$ cat src/rtl/mult_div_unit.sv
// Iterative radix-2 multiply/divide unit with HI/LO ownership (MIPS MULT/MULTU/DIV/DIVU, MTHI/MTLO).
// Handshake: Start is accepted only in IDLE or DONE; Busy covers CALC and FIX; Done pulses for exactly one cycle.
module mult_div_unit #(
  parameter int WIDTH = 32
) (
  input  logic             Clk,
  input  logic             Reset,
  input  logic             Start,
  input  logic [1:0]       Op,
  input  logic [WIDTH-1:0] A,
  input  logic [WIDTH-1:0] B,
  input  logic             HiWrite,
  input  logic             LoWrite,
  input  logic [WIDTH-1:0] WriteData,
  output logic             Busy,
  output logic             Done,
  output logic             DivZero,
  output logic [WIDTH-1:0] Hi,
  output logic [WIDTH-1:0] Lo,
  output logic [1:0]       StateDbg
);

  localparam int CW = $clog2(WIDTH + 1);

  typedef enum logic [1:0] {IDLE = 2'd0, CALC = 2'd1, FIX = 2'd2, DONE = 2'd3} state_t;

  state_t state, state_nxt;

  logic [CW-1:0]      count;
  logic               op_div;
  logic               neg_p;
  logic               neg_r;
  logic [WIDTH-1:0]   opnd;
  logic [2*WIDTH-1:0] acc;

  logic               accept;
  logic               is_div_in;
  logic               signed_in;
  logic               div_zero_in;
  logic [WIDTH-1:0]   mag_a;
  logic [WIDTH-1:0]   mag_b;

  logic [WIDTH:0]     mul_sum;
  logic [2*WIDTH-1:0] mul_next;
  logic [WIDTH:0]     div_trial;
  logic [WIDTH:0]     div_diff;
  logic [2*WIDTH-1:0] div_next;
  logic [2*WIDTH-1:0] prod_neg;
  logic [WIDTH-1:0]   quo_neg;
  logic [WIDTH-1:0]   rem_neg;

  assign accept      = Start && (state == IDLE || state == DONE);
  assign is_div_in   = Op[1];
  assign signed_in   = ~Op[0];
  assign div_zero_in = is_div_in && (B == '0);
  assign mag_a       = (signed_in && A[WIDTH-1]) ? -A : A;
  assign mag_b       = (signed_in && B[WIDTH-1]) ? -B : B;

  assign Busy     = (state == CALC) || (state == FIX);
  assign Done     = (state == DONE);
  assign StateDbg = state;

  // Multiply: acc = {partial product, remaining multiplier bits}, opnd = multiplicand.
  assign mul_sum  = {1'b0, acc[2*WIDTH-1:WIDTH]} + (acc[0] ? {1'b0, opnd} : '0);
  assign mul_next = {mul_sum, acc[WIDTH-1:1]};

  // Divide: acc = {partial remainder, dividend bits shifting out / quotient bits shifting in}.
  assign div_trial = {acc[2*WIDTH-1:WIDTH], acc[WIDTH-1]};
  assign div_diff  = div_trial - {1'b0, opnd};
  assign div_next  = {(div_diff[WIDTH] ? div_trial[WIDTH-1:0] : div_diff[WIDTH-1:0]),
                      acc[WIDTH-2:0], ~div_diff[WIDTH]};

  assign prod_neg = -acc;
  assign quo_neg  = -acc[WIDTH-1:0];
  assign rem_neg  = -acc[2*WIDTH-1:WIDTH];

  always_ff @(posedge Clk) begin
    if (Reset) state <= IDLE;
    else       state <= state_nxt;
  end

  always_comb begin
    state_nxt = state;
    case (state)
      IDLE, DONE: begin
        if (Start) state_nxt = div_zero_in ? DONE : CALC;
        else       state_nxt = IDLE;
      end
      CALC:    if (count == CW'(1)) state_nxt = FIX;
      FIX:     state_nxt = DONE;
      default: state_nxt = IDLE;
    endcase
  end

  always_ff @(posedge Clk) begin
    if (Reset) begin
      count   <= '0;
      op_div  <= 1'b0;
      neg_p   <= 1'b0;
      neg_r   <= 1'b0;
      opnd    <= '0;
      acc     <= '0;
      DivZero <= 1'b0;
      Hi      <= '0;
      Lo      <= '0;
    end else begin
      // Register writes land before a coincident Start; the later result overwrites them.
      if (!Busy) begin
        if (HiWrite) Hi <= WriteData;
        if (LoWrite) Lo <= WriteData;
      end
      if (accept) begin
        op_div  <= is_div_in;
        neg_p   <= signed_in && (A[WIDTH-1] ^ B[WIDTH-1]);
        neg_r   <= signed_in && A[WIDTH-1];
        DivZero <= div_zero_in;
        count   <= CW'(WIDTH);
        opnd    <= is_div_in ? mag_b : mag_a;
        acc     <= {{WIDTH{1'b0}}, (is_div_in ? mag_a : mag_b)};
      end
      if (state == CALC) begin
        count <= count - CW'(1);
        acc   <= op_div ? div_next : mul_next;
      end
      if (state == FIX) begin
        if (op_div) begin
          Lo <= neg_p ? quo_neg : acc[WIDTH-1:0];
          Hi <= neg_r ? rem_neg : acc[2*WIDTH-1:WIDTH];
        end else begin
          Hi <= neg_p ? prod_neg[2*WIDTH-1:WIDTH] : acc[2*WIDTH-1:WIDTH];
          Lo <= neg_p ? prod_neg[WIDTH-1:0]       : acc[WIDTH-1:0];
        end
      end
    end
  end

endmodule

$ cat config.mk
export PLATFORM = sky130hd
export DESIGN_NAME = mult_div_unit
export DESIGN_NICKNAME = d
export VERILOG_FILES = /design/src/rtl/mult_div_unit.sv
export SDC_FILE = /design/constraint.sdc
export NUM_CORES = 1
export LEC_CHECK = 0
export BUFFER_PORTS_ARGS = -buffer_cell sky130_fd_sc_hd__buf_2
export CORE_MARGIN = 2
export CORE_UTILIZATION = 40
export CTS_BUF_LIST = sky130_fd_sc_hd__clkbuf_2
export DETAILED_ROUTE_END_ITERATION = 10
export PLACE_DENSITY_LB_ADDON = 0.08
export SYNTH_ARGS = -nofsm -noshare
export SYNTH_HDL_FRONTEND = slang
export SYNTH_SLANG_ARGS = --single-unit
$ cat constraint.sdc
create_clock -name Clk -period 4 [get_ports Clk]
set_input_delay 0.8 -clock Clk [delete_from_list [all_inputs] [get_ports Clk]]
set_output_delay 0.8 -clock Clk [all_outputs]
set_load 0.05 [all_outputs]
==> results.sh <==
export IMPL_fillers=3720
export IMPL_yosysSeqAreaShare_pct=23.6
export IMPL_die_w_um=195
export IMPL_p_leak_nw=6.79
export IMPL_holdCritStartpoint="WriteData[12]"
export IMPL_post_drt_wl_per_cell_um=21.7
export IMPL_netlist_area_sq_um=14600
export IMPL_first_global_vias=14100
export IMPL_required_ns=4.82
export IMPL_hp_class="primary input to flop"
export IMPL_fp_dieH_um=195
export IMPL_switching_share_pct=54.4
export IMPL_fin_crit_ns=3.68
export IMPL_finalHoldViolCount=0
export IMPL_cpMaxStageDelayCell="dfxtp_1"
export IMPL_wirelength_um=56200
export IMPL_slew_viol_final=0
export IMPL_clock_skew_ns=0.0423
export IMPL_cpLargestDelayFamily="compound AO/OA/AOI/OAI gates"
export IMPL_comb_power_share_pct=64.0
export IMPL_finalWeightedCongestion=0.928
export IMPL_h_tree_depth=4
export IMPL_cts_buffer_depth=2
export IMPL_first_pass_iters=5
export IMPL_hpwl_um=44100
export IMPL_area_growth_pct=11.9
export IMPL_maxSlewHeadroom_pct=39.2
export IMPL_worst_path_largest_cell_delay_ns=0.47
export IMPL_netlist_instances=1989
export IMPL_synthTopCellsByArea="dfxtp_1, a21oi_1, nor2_1"
export IMPL_root_buffer="clkbuf_2"
export IMPL_clk_pin_slew_ns=0.30
export IMPL_ant_nets=0
export IMPL_numPortBuffers=171
export IMPL_design_die_area_sq_um=38100
export IMPL_met3_usage_pct=3.35
export IMPL_worstSkewPairLatency_ns=0.88
export IMPL_maxCapViolations=0
export IMPL_cts_buffers=17
export IMPL_rows=69
export IMPL_cts_tree="done"
export IMPL_grt_overflow=0
export IMPL_grt_pass1_wl_um=85200
export IMPL_worstPathArrival_ns=4.50
export IMPL_nNetsFinal=2294
export IMPL_ys_ff_latch=172
export IMPL_power_share_clock_pct=10.1
export IMPL_coreArea_sq_um=35700
export IMPL_cts_resized=0
export IMPL_cp_start_kind="flop"
export IMPL_synth_top_area_cell="dfxtp_1"
export IMPL_critPathMaxFanout=30
export IMPL_rsz0062_at_grt="no"
export IMPL_clock_sinks=172
export IMPL_synth_area_per_cell_sq_um=7.34
export IMPL_drive_above_1_share_pct=14.1
export IMPL_critical_path_buf_inv_count=3
export IMPL_synth_ff_type="dfxtp_1"
export IMPL_vias_per_cell=5.85
export IMPL_end_kind="flop"
export IMPL_switchingPower_mw=5.71
export IMPL_start_util_pct=40.9
export IMPL_grt_total_usage_pct=28.9
export IMPL_use_met1_pct=40.4
export IMPL_use_met2_pct=46.1
export IMPL_outcome="completed"
export IMPL_fin_crit_sh_pct=92.0
export IMPL_power_mw=10.5
export IMPL_cts_setup_buffers=0
export IMPL_seqPwrFrac_pct=25.9
export IMPL_seqCellArea_sq_um=3450
export IMPL_crit_type="flop to flop"
export IMPL_cts_hold_buf=0
export IMPL_antenna_found_initial=2
export IMPL_multiInputGateArea_sq_um=10400
export IMPL_num_io_pins=172
export IMPL_worst_pin_slew_ns=0.913
export IMPL_yosysMostFrequentCell="nor2_1"
export IMPL_grt_max_degree=83
export IMPL_async_reset_ff_share_pct=0
export IMPL_setup_tns_ns=0
export IMPL_synth_commonest_cells="nor2_1, a21oi_1, dfxtp_1"
export IMPL_syn_num_nets=2168
export IMPL_critPathLaunch="acc[0]"
export IMPL_yosys_warnings=0
export IMPL_fmax_mhz=272
export IMPL_top_usage_layer="met2"
export IMPL_p_int_mw=4.78
export IMPL_path_cells="inv_1, buf_12, nor2_1, ha_1, nand3_1, or2_2, or3_1, o2111ai_1, buf_4, nand2_1, o31a_1, o31ai_1, o311ai_0, a211oi_1"
export IMPL_drt_initial_drc_count=1209
export IMPL_drc_errors=0
export IMPL_peakVddDrop_mv=0.236
export IMPL_synth_edf_count=0
export IMPL_vias=15100
export IMPL_power_per_cell_area_nw_per_um2=642
export IMPL_r2r_start="acc[0]"
export IMPL_setup_violations=0
export IMPL_yosysTopAreaCellShare_pct=23.6
export IMPL_ys_types=75
layer usage:
| metal | vias up | wire [um] |
|---|---|---|
| met1 | 7123 | 26700 |
| met3 | 69 | 2840 |
| met2 | 485 | 25100 |
| met5 | - | 0 |
| li1 | 7468 | - |
| met4 | 0 | 1620 |
final cells by class:
| type | count | area share [%] |
|---|---|---|
| Antenna cell | 2 | 0.0306 |
| Clock buffer | 17 | 0.520 |
| Clock inverter | 15 | 1.01 |
| Inverter | 74 | 1.70 |
| Multi-Input combinational cell | 1612 | 63.6 |
| Sequential cell | 172 | 21.1 |
| Tap cell | 461 | 3.53 |
| Timing Repair Buffer | 238 | 8.48 |
layout by cell type (no fill, tap or decap), types with 10 or more instances in the layout:
cell / count
a211oi_1: 97
o211ai_1: 31
nand2_1: 169
o21ai_0: 115
a221oi_1: 18
o21a_1: 14
a21o_1: 30
dfxtp_1: 171
buf_2: 170
inv_1: 73
or3_1: 19
nor3_1: 40
a21oi_1: 214
nor2_1: 258
or4_1: 17
mux2i_1: 68
and2_1: 10
xnor2_1: 84
o31ai_1: 30
ha_1: 72
nand2b_1: 19
nor4_1: 10
o41ai_1: 10
nand3_1: 30
a31oi_1: 17
clkbuf_2: 17
xor2_1: 86
buf_4: 66
a22oi_1: 13
flip-flops by register name, indices dropped and copies added, names as in the netlist:
name and cells:
DivZero 1, op_div 1, StateDbg 2, acc 64, neg_p 1, Lo 32, neg_r 1, opnd 32
Hi 32, count 6
power groups by stage:
stage	sequential (mW)	combinational, mW	clock (mW)
finish	2.72	6.71	1.06
global route	2.79	7.30	1.14
CTS	2.71	6.65	1.08
detailed placement	2.75	6.63	0
global placement	2.74	6.61	0
floorplan	3.21	4.24	0
worst reg2reg max path: stages (launching register included):
cell and delay (ns):
dfxtp_1 0.47, inv_1 0.16, buf_12 0.22, nor2_1 0.09
ha_1 0.36, nand3_1 0.15, or2_2 0.34, or3_1 0.31
o2111ai_1 0.26, buf_4 0.19, nand2_1 0.07, o31a_1 0.37
o31ai_1 0.29, o311ai_0 0.17, a211oi_1 0.18
kinds of logic (layout without fill, tap and decap cells):
kind of cell / after synthesis / count (layout) / synth area share, %
xor gates and xnor gates: 170 / 170 / 10.2
AOI/OAI and AO/OA: 664 / 664 / 29.3
other: 0 / 2 / 0
and+or+nand+nor: 632 / 632 / 20.1
adders and majority gates: 76 / 76 / 6.61
muxes: 70 / 70 / 4.81
buffers and inverters: 205 / 344 / 5.45
DFF: 172 / 172 / 23.6
through the flow:
stage / hold slack [ns] / cells / cell area, sq um / setup WS (ns) / util (%)
global placement: 0.436 / 2557 / 16100 / 0.371 / 45.0
finish: 0.175 / 2591 / 16300 / 0.320 / 45.7
detailed placement: 0.440 / 2557 / 16100 / 0.365 / 45.0
CTS: 0.110 / 2589 / 16300 / 0.357 / 45.7
global route: 0.101 / 2591 / 16300 / 0.100 / 45.7
floorplan: 0.432 / 1989 / 14600 / 0.792 / -
final timing paths:
| path | end | slack (ns) | cells after the start |
|---|---|---|---|
| max | acc[63] | 0.32 | 14 |
| min | Hi[12] | 0.17 | 3 |
| max reg2reg | acc[63] | 0.32 | 14 |
| min reg2reg | opnd[11] | 0.47 | 2 |
(Power assumes the default switching activity.)
